### config.mk
export PLATFORM = sky130hd
export DESIGN_NAME = uart_tx_frame_ctrl
export DESIGN_NICKNAME = d
export VERILOG_FILES = /design/src/rtl/uart_tx_frame_ctrl.sv
export SDC_FILE = /design/constraint.sdc
export NUM_CORES = 1
export LEC_CHECK = 0
export BUFFER_PORTS_ARGS = -buffer_cell sky130_fd_sc_hd__buf_4
export CAP_MARGIN = 40
export CORE_MARGIN = 2
export CORE_UTILIZATION = 58
export DETAILED_ROUTE_END_ITERATION = 10
export PLACE_DENSITY = 0.77
export SLEW_MARGIN = 10
export SYNTH_ARGS = -nofsm -noshare
export SYNTH_HDL_FRONTEND = slang
export SYNTH_SLANG_ARGS = --single-unit
### constraint.sdc
create_clock -name CLK -period 4.1 [get_ports CLK]
set_input_delay 0 -clock CLK [delete_from_list [all_inputs] [get_ports CLK]]
set_output_delay 0 -clock CLK [all_outputs]
set_load 0.01 [all_outputs]
### src/rtl/uart_tx_frame_ctrl.sv
// UART transmit framer: start, DATA_WIDTH data bits (LSB first), optional parity, stop bit(s).
// Define UART_TX_STOP2_EN to append a second stop bit to every frame.
module uart_tx_frame_ctrl #(
    parameter int unsigned DATA_WIDTH = 8
) (
    input  logic                  CLK,
    input  logic                  RST,
    input  logic [DATA_WIDTH-1:0] P_DATA,
    input  logic                  Data_Valid,
    input  logic                  PAR_EN,
    input  logic                  par_bit,
    output logic                  TX_OUT,
    output logic                  Busy
);

    localparam int unsigned     CntW    = (DATA_WIDTH > 1) ? $clog2(DATA_WIDTH) : 1;
    localparam logic [CntW-1:0] CntLast = CntW'(DATA_WIDTH - 1);

    typedef enum logic [2:0] {
        StIdle   = 3'd0,
        StStart  = 3'd1,
        StData   = 3'd2,
        StParity = 3'd3,
`ifdef UART_TX_STOP2_EN
        StStop   = 3'd4,
        StStop2  = 3'd5
`else
        StStop   = 3'd4
`endif
    } state_e;

    state_e                state_q;
    logic [DATA_WIDTH-1:0] data_q;
    logic                  pen_q;
    logic                  par_q;
    logic [CntW-1:0]       cnt_q;

    always_ff @(posedge CLK or negedge RST) begin
        if (!RST) begin
            state_q <= StIdle;
            data_q  <= '0;
            pen_q   <= 1'b0;
            par_q   <= 1'b0;
            cnt_q   <= '0;
            TX_OUT  <= 1'b1;
            Busy    <= 1'b0;
        end else begin
            case (state_q)
                StIdle: begin
                    if (Data_Valid) begin
                        state_q <= StStart;
                        data_q  <= P_DATA;
                        pen_q   <= PAR_EN;
                        TX_OUT  <= 1'b0;
                        Busy    <= 1'b1;
                    end else begin
                        TX_OUT  <= 1'b1;
                        Busy    <= 1'b0;
                    end
                end
                StStart: begin
                    // Parity calculator output is settled by the end of the start bit.
                    par_q   <= par_bit;
                    cnt_q   <= '0;
                    state_q <= StData;
                    TX_OUT  <= data_q[0];
                    data_q  <= data_q >> 1;
                end
                StData: begin
                    if (cnt_q == CntLast) begin
                        state_q <= pen_q ? StParity : StStop;
                        TX_OUT  <= pen_q ? par_q : 1'b1;
                    end else begin
                        cnt_q   <= cnt_q + 1'b1;
                        TX_OUT  <= data_q[0];
                        data_q  <= data_q >> 1;
                    end
                end
                StParity: begin
                    state_q <= StStop;
                    TX_OUT  <= 1'b1;
                end
`ifdef UART_TX_STOP2_EN
                StStop: begin
                    state_q <= StStop2;
                    TX_OUT  <= 1'b1;
                end
                StStop2: begin
`else
                StStop: begin
`endif
                    // Last stop bit: a new request chains straight into the next start bit.
                    if (Data_Valid) begin
                        state_q <= StStart;
                        data_q  <= P_DATA;
                        pen_q   <= PAR_EN;
                        TX_OUT  <= 1'b0;
                        Busy    <= 1'b1;
                    end else begin
                        state_q <= StIdle;
                        TX_OUT  <= 1'b1;
                        Busy    <= 1'b0;
                    end
                end
                default: begin
                    state_q <= StIdle;
                    TX_OUT  <= 1'b1;
                    Busy    <= 1'b0;
                end
            endcase
        end
    end

endmodule

==> tab_implementation.tex, run 1 <==
\begin{tabular}{lr}
\hline
Metric & Value \\
\hline
\multicolumn{2}{l}{\textbf{Placement}} \\
DP Area & $\sim$1100 um\^{}2 \\
GP Congestion & 0.748 \\
Total half-perimeter wirelength after legalization and detailed placement & approximately 1100 um \\
Buffers on Ports & 14 \\
Setup slack after placement & between 2 and 2.5 ns \\
\multicolumn{2}{l}{\textbf{Clocking}} \\
CTS Root Buffer Type & sky130\_fd\_sc\_hd\_\_clkbuf\_4 \\
Number of H-tree levels & 1 \\
CTS sink count & 18 \\
Clock tree from TritonCTS & done \\
Clock latency of the later-clocked register in the worst-skew pair & a little under 0.3 ns \\
Deepest clock path buffer count & 2 \\
Clock-pin slew on the worst setup and hold paths & approximately 0.1 ns \\
CTS Buf Count & 3 \\
Post-CTS setup repair buffer count & 0 \\
\multicolumn{2}{l}{\textbf{STA}} \\
Slew at the pin closest to its max-slew limit & $\sim$0.5 ns \\
Final slew viol count & 0 \\
Total negative slack & 0 ns \\
Number of hold violations in the final report & 0 \\
Worst hold slack & slightly below 0.06 ns \\
Final setup vio count & 0 \\
Final worst slack & approximately 2.2 ns \\
RSZ-0062 raised after global routing & false \\
Worst clock skew & between 0.008 and 0.009 ns \\
Rel. slew slack & 67.5\% \\
Final critical-path required period & 1.93 ns \\
Post-route fraction of the period consumed by the critical path & about 47\% \\
Highest Clock Rate & between 500 and 600 MHz \\
\multicolumn{2}{l}{\textbf{Global routing}} \\
Global-route wire length before repair & roughly 2700 um \\
Number of global-route vias before repair & between 500 and 600 \\
Pin count of the biggest net entering global routing & 19 \\
Initial antenna violation count & 0 \\
Sum of overflow across all layers after global routing & 0 \\
All-Layer GR Usage & 18.8\% \\
\multicolumn{2}{l}{\textbf{Yosys}} \\
Number of storage elements in the synthesis netlist & 18 \\
Fraction of synthesized cell area in xor and xnor cells & 0\% \\
Mapped Nets & 91 \\
Synthesized instance count & between 70 and 80 \\
Top-area cell type share of the netlist area & about 45\% \\
Number of distinct standard cells referenced by the synthesized netlist & 23 \\
Synth top area cells & sky130\_fd\_sc\_hd\_\_dfrtp\_1 45\%, sky130\_fd\_sc\_hd\_\_mux2\_2 20\%, sky130\_fd\_sc\_hd\_\_a22o\_1 4.6\% \\
Main combinational cell family by area after synthesis & multiplexers \\
Top cell type by total area after synthesis & sky130\_fd\_sc\_hd\_\_dfrtp\_1 \\
Simple-Gate Fraction of Synth Area & 12.2\% \\
Compound-Gate Fraction of Synth Area & 12.5\% \\
Cell area after technology mapping & roughly 950 um\^{}2 \\
Share of synthesized area occupied by flip-flops and latches & between 40 and 50\% \\
Mean post-synth cell area & roughly 12 um\^{}2 \\
Multiplexer share of the synthesized area & a little over a fifth \\
Ys Warns & 0 \\
Area share of fa/ha/maj cells after synthesis & roughly 2.6\% \\
\multicolumn{2}{l}{\textbf{Die}} \\
Die W & approximately 44 um \\
Core outline area & about 1500 um\^{}2 \\
Initial cell density of the core & 62.2\% \\
Die area & 1970 um\^{}2 \\
Ports & 15 \\
Die span in y & about 44 um \\
Number of rows in the core area & 14 \\
\multicolumn{2}{l}{\textbf{Power}} \\
VDD IR max & approximately 0.00047 V \\
Switching share of power & 33.0\% \\
Internal power & about 0.54 mW \\
Leakage power & 0.514 nW \\
Overall power consumption & $\sim$0.81 mW \\
Relative contribution of the clock network to total power & a little over an eighth \\
Reg power frac & about two fifths \\
Switching component of the power & between 0.2 and 0.3 mW \\
Portion of total power attributed to combinational logic & between 40\% and 50\% \\
Power density cells & 709 nW/um\^{}2 \\
\multicolumn{2}{l}{\textbf{Routing}} \\
1st-pass router iterations & 3 \\
Routed via count divided by cell count & $\sim$5.5 \\
Overall routed net length & $\sim$1500 um \\
Residual DRC & 0 \\
Number of DRC markers in iteration 0 & 6 \\
Average wire per standard cell & between 10 and 15 um \\
Vias & 620 \\
Count of antenna-violating nets left after detailed routing & 0 \\
\multicolumn{2}{l}{\textbf{Worst setup path}} \\
Highest net fanout along the worst path & 8 \\
Arrival time of data at the critical path endpoint & 2.11 ns \\
Worst reg2reg startpoint & cnt\_q[1] \\
Type of the worst setup path & reg -> reg \\
Critical path startpoint & cnt\_q[1] \\
Worst setup EP type & register \\
Worst Setup Start Kind & register \\
Required arrival time at the worst endpoint & roughly 4.3 ns \\
\multicolumn{2}{l}{\textbf{Flow run}} \\
Max-cap violations & 0 \\
\multicolumn{2}{l}{\textbf{Final layout}} \\
Commonest non-fill, non-tap cells in the layout & 17 x sky130\_fd\_sc\_hd\_\_dfrtp\_1, 17 x sky130\_fd\_sc\_hd\_\_mux2\_2, 14 x sky130\_fd\_sc\_hd\_\_buf\_4, 6 x sky130\_fd\_sc\_hd\_\_nand2b\_1 \\
Share of cells above drive strength 1 & a little over two fifths \\
Final design instance area without fill & between 1000 and 1500 um\^{}2 \\
Net count, final & about 110 \\
Number of diodes added for antenna fixing & 0 \\
Area grow syn2layout & 20.2\% \\
\multicolumn{2}{l}{\textbf{Min path}} \\
Hold/Removal Path Class & in -> reg \\
Hold Crit Start & P\_DATA[0] \\
\multicolumn{2}{l}{\textbf{Outcome}} \\
Run status & finished clean \\
\hline
\end{tabular}
==> logic make-up (layout without fill, tap and decap cells) <==
group	count (synthesis)	count (layout)
adders and majority gates	2	2
and+or+nand+nor	17	17
muxes	18	18
AOI/OAI and AO/OA	14	14
DFF	18	18
buffers and inverters	7	27
==> layer usage <==
| metal | global-route usage [%] | share of wire (%) | wire (um) |
|---|---|---|---|
| met5 | 0 | 0 | 0 |
| met4 | 3.64 | 0 | 0 |
| met3 | 6.12 | 4.5 | 68 |
| met2 | 26.8 | 46 | 700 |
| met1 | 28.5 | 49 | 748 |
==> final timing paths <==
path | slack (ns) | end | depth (start not counted)
worst min register to register | 0.52 | data_q[6] | 1
worst max-delay path | 2.17 | data_q[4] | 5
max in group asynchronous | 3.75 | TX_OUT | 2
worst max register to register | 2.17 | data_q[4] | 5
min in group asynchronous | 0.09 | cnt_q[2] | 2
worst min-delay path | 0.06 | data_q[0] | 3
==> cells in the mapped netlist, drive strengths merged <==
cell,number
a211oi,1
nor3b,2
a21o,1
buf,3
dfrtp,17
mux2i,1
nor2b,2
mux2,17
o21ba,1
nor2,3
nand2,1
o221ai,1
inv,4
ha,2
o32ai,1
nand4b,2
nor3,1
a22o,5
dfstp,1
a21oi,4
nand2b,6
==> layout make-up <==
class / count / area [um^2]
Clock buffer: 4 / 36.3
Multi-Input combinational cell: 51 / 460
Timing Repair Buffer: 19 / 155
Sequential cell: 18 / 452
Fill cell: 114 / 385
Tap cell: 16 / 20.0
Inverter: 4 / 15.0
==> metrics by stage <==
step                      std cells  utilization (%)
final                           112             74.7
after global routing            112             74.7
after CTS                       112             74.7
after detailed placement        103             69.0
after global placement          103             69.0
after floorplan                  76                -
==> repair_timing <==
item / CTS / global route
endpoints found under the hold margin: 22 / 0
setup endpoints to repair: 0 / 0
gates resized for setup: 0 / 0
hold buffers: 5 / 0
==> power by group through the flow <==
stage          sequential (mW)  combinational, mW  clock, mW
2_1_floorplan            0.306              0.325          0
3_3_place_gp             0.334              0.356          0
3_5_place_dp             0.338              0.366          0
4_1_cts                  0.335              0.369      0.111
5_1_grt                  0.347              0.404      0.118
6_report                 0.335              0.365      0.108
==> worst max-delay path, cell delays in order (launching register included) <==
cell	delay (ns)
sky130_fd_sc_hd__dfrtp_1	0.40
sky130_fd_sc_hd__ha_1	0.17
sky130_fd_sc_hd__ha_1	0.26
sky130_fd_sc_hd__nor2_1	0.10
sky130_fd_sc_hd__a211oi_4	0.50
sky130_fd_sc_hd__mux2_2	0.39
==> sequential cells by signal (all words and copies together), names as in the netlist <==
name and flops:
par_q 1, data_q 8, Busy 1, cnt_q 3, TX_OUT 1, pen_q 1
state_q 3
(Power assumes the default switching activity.)
==> run 2: changes to the inputs <==
- CORE_UTILIZATION: 58 -> 48
- PLACE_DENSITY: 0.77 -> 0.68
- clock period: 4.1 -> 1.7 ns (I/O delays scaled with it)
==> run 2 against run 1 <==
  * Clock skew rose by 0.0019 ns
  * Flip-flop and latch count stayed put
  * Cell count increased by 20%
  * Hold slack about the same
==> tab_implementation.tex, run 2 (synthesis gave the netlist of run 1 again) <==
\begin{tabular}{lr}
\hline
Metric & Value \\
\hline
\multicolumn{2}{l}{\textbf{Worst setup path}} \\
Type of the worst setup path & reg -> reg \\
Worst Setup Start Kind & register \\
Critical path's largest stage delay & a little over 0.4 ns \\
Number of cells on the worst reg-to-reg path & 6 \\
Cell mode on critical path & sky130\_fd\_sc\_hd\_\_ha\_1 \\
Highest net fanout along the worst path & 6 \\
Required arrival time at the worst endpoint & 1.88 ns \\
Worst setup EP type & register \\
Cell-by-cell listing of the critical path & ha\_1 > ha\_1 > buf\_4 > nand2b\_1 > a21o\_1 > a22o\_1 \\
Crit-path slowest cell & sky130\_fd\_sc\_hd\_\_dfrtp\_1 \\
Arrival time of data at the critical path endpoint & between 1.5 and 2 ns \\
\multicolumn{2}{l}{\textbf{Clocking}} \\
Clock latency of the later-clocked register in the worst-skew pair & about 0.29 ns \\
Number of H-tree levels & 1 \\
CTS Root Buffer Type & sky130\_fd\_sc\_hd\_\_clkbuf\_4 \\
CTS Buf Count & 3 \\
Clock-pin slew on the worst setup and hold paths & roughly 0.11 ns \\
Deepest clock path buffer count & 2 \\
Clock tree from TritonCTS & done \\
CTS sink count & 18 \\
\multicolumn{2}{l}{\textbf{Global routing}} \\
Number of global-route vias before repair & 691 \\
Pin count of the biggest net entering global routing & 19 \\
Initial antenna violation count & 0 \\
All-Layer GR Usage & around 17\% \\
Global-route wire length before repair & a little over 3000 um \\
Sum of overflow across all layers after global routing & 0 \\
\multicolumn{2}{l}{\textbf{Die}} \\
Die area & between 2000 and 2500 um\^{}2 \\
Ports & 15 \\
Number of rows in the core area & 16 \\
Die W & 48.4 um \\
Die span in y & 48.4 um \\
Core outline area & 1900 um\^{}2 \\
Initial cell density of the core & between 40\% and 50\% \\
\multicolumn{2}{l}{\textbf{STA}} \\
Final slew viol count & 0 \\
Post-route fraction of the period consumed by the critical path & between 90 and 100\% \\
RSZ-0062 raised after global routing & true \\
Rel. slew slack & $\sim$76\% \\
Slew at the pin closest to its max-slew limit & $\sim$0.36 ns \\
Highest Clock Rate & $\sim$610 MHz \\
Final setup vio count & 0 \\
Final critical-path required period & $\sim$1.6 ns \\
Number of hold violations in the final report & 0 \\
Worst clock skew & a little over 0.01 ns \\
\multicolumn{2}{l}{\textbf{Final layout}} \\
Flip-flop count of the largest register, all copies and words added & 8 \\
Most common library cell in the layout ignoring fill and taps & sky130\_fd\_sc\_hd\_\_buf\_4 \\
Share of cells above drive strength 1 & about half \\
Largest registers & data\_q: 8 flops, cnt\_q: 3 flops, state\_q: 3 flops \\
Top reg by flops & data\_q \\
Area grow syn2layout & 31.3\% \\
Number of diodes added for antenna fixing & 0 \\
Commonest non-fill, non-tap cells in the layout & 24 x sky130\_fd\_sc\_hd\_\_buf\_4, 17 x sky130\_fd\_sc\_hd\_\_dfrtp\_1, 17 x sky130\_fd\_sc\_hd\_\_mux2\_2, 6 x sky130\_fd\_sc\_hd\_\_nand2b\_1 \\
Post-route non-filler standard cell count & 134 \\
Net count, final & 123 \\
\multicolumn{2}{l}{\textbf{Power}} \\
VDD IR max & about 0.0010 V \\
Overall power consumption & 2.17 mW \\
Leakage power & roughly 0.57 nW \\
Power density cells & approximately 1700 nW/um\^{}2 \\
\multicolumn{2}{l}{\textbf{Outcome}} \\
Run status & finished clean \\
\multicolumn{2}{l}{\textbf{Routing}} \\
Average wire per standard cell & between 10 and 15 um \\
Routed via count divided by cell count & approximately 5.1 \\
Overall routed net length & around 1800 um \\
Residual DRC & 0 \\
1st-pass router iterations & 4 \\
Number of DRC markers in iteration 0 & 15 \\
Vias & approximately 680 \\
Count of antenna-violating nets left after detailed routing & 0 \\
\multicolumn{2}{l}{\textbf{Placement}} \\
GP Congestion & slightly below 0.8 \\
Total half-perimeter wirelength after legalization and detailed placement & approximately 1200 um \\
Buffers on Ports & 14 \\
Cells after DPL & between 100 and 150 \\
\multicolumn{2}{l}{\textbf{Min path}} \\
Hold/Removal Path Class & in -> reg \\
Cell depth of the worst hold path & 3 \\
\multicolumn{2}{l}{\textbf{Flow run}} \\
Max-cap violations & 0 \\
\hline
\end{tabular}
run 2: changes by cell type in the layout (fill, tap and decap cells not counted):
cell / before / now
sky130_fd_sc_hd__nor3_2: 0 / 1
sky130_fd_sc_hd__nor3_1: 1 / 0
sky130_fd_sc_hd__buf_6: 0 / 1
sky130_fd_sc_hd__buf_4: 14 / 24
run 2: metal layers:
| metal | vias up | part of all wire (%) | global-route usage, % |
|---|---|---|---|
| met3 | 2 | 4.3 | 2.78 |
| li1 | 337 | - | - |
| met5 | - | 0 | 0 |
| met1 | 328 | 47 | 24.5 |
| met2 | 16 | 48 | 25.7 |
| met4 | 0 | 0.45 | 7.14 |
run 2: critical path: cells and delay by family, from the launching register on:
family / cells / cell delay [ns]
compound gates: 2 / 0.41
flops: 1 / 0.41
fa+ha+maj: 2 / 0.39
buf+inv: 1 / 0.16
simple gates: 1 / 0.15
run 2: per-stage QoR:
stage | hold WS [ns] | setup TNS (ns) | setup slack, ns | instance area (um^2) | utilization, %
after floorplan | -0.296 | 0 | 0.0232 | 947 | -
after global placement | -0.116 | 0 | 0.000627 | 1130 | 59.2
after detailed placement | -0.120 | -0.235 | -0.0387 | 1130 | 59.2
after CTS | 0.0557 | 0 | 0.0496 | 1230 | 64.9
after global routing | 0.0578 | -0.0242 | -0.00919 | 1240 | 65.4
final | 0.0575 | 0 | 0.0719 | 1240 | 65.4
run 2: timing repair:
item,CTS,global route
endpoints found under the hold margin,22,0
setup buffers,3,0
hold buffers,5,0
endpoints found under the setup margin,7,11
gates resized for setup,0,2
pin swaps,1,2
run 2: path summary, 6_finish.rpt:
path,start,slack [ns],to
min in group asynchronous,RST,0.10,state_q[2]
min reg2reg,data_q[3],0.51,data_q[3]
max in group asynchronous,RST,1.35,TX_OUT
max,cnt_q[0],0.07,cnt_q[1]
min,P_DATA[1],0.06,data_q[1]
max reg2reg,cnt_q[0],0.07,cnt_q[1]
run 2: cell type report:
type / instances / area, um^2
clock buffers: 4 / 36.3
well taps: 27 / 33.8
repair buffers: 30 / 241
fillers: 162 / 658
multi-input cells: 51 / 465
inverters: 4 / 15.0
flip-flops and latches: 18 / 452
run 2: power by group:
group          leakage [nW]  switching [mW]  total [mW]  internal (mW)
Clock                0.0210           0.133       0.264          0.130
Sequential            0.221           0.133       0.770          0.637
Combinational         0.330           0.440        1.14          0.700
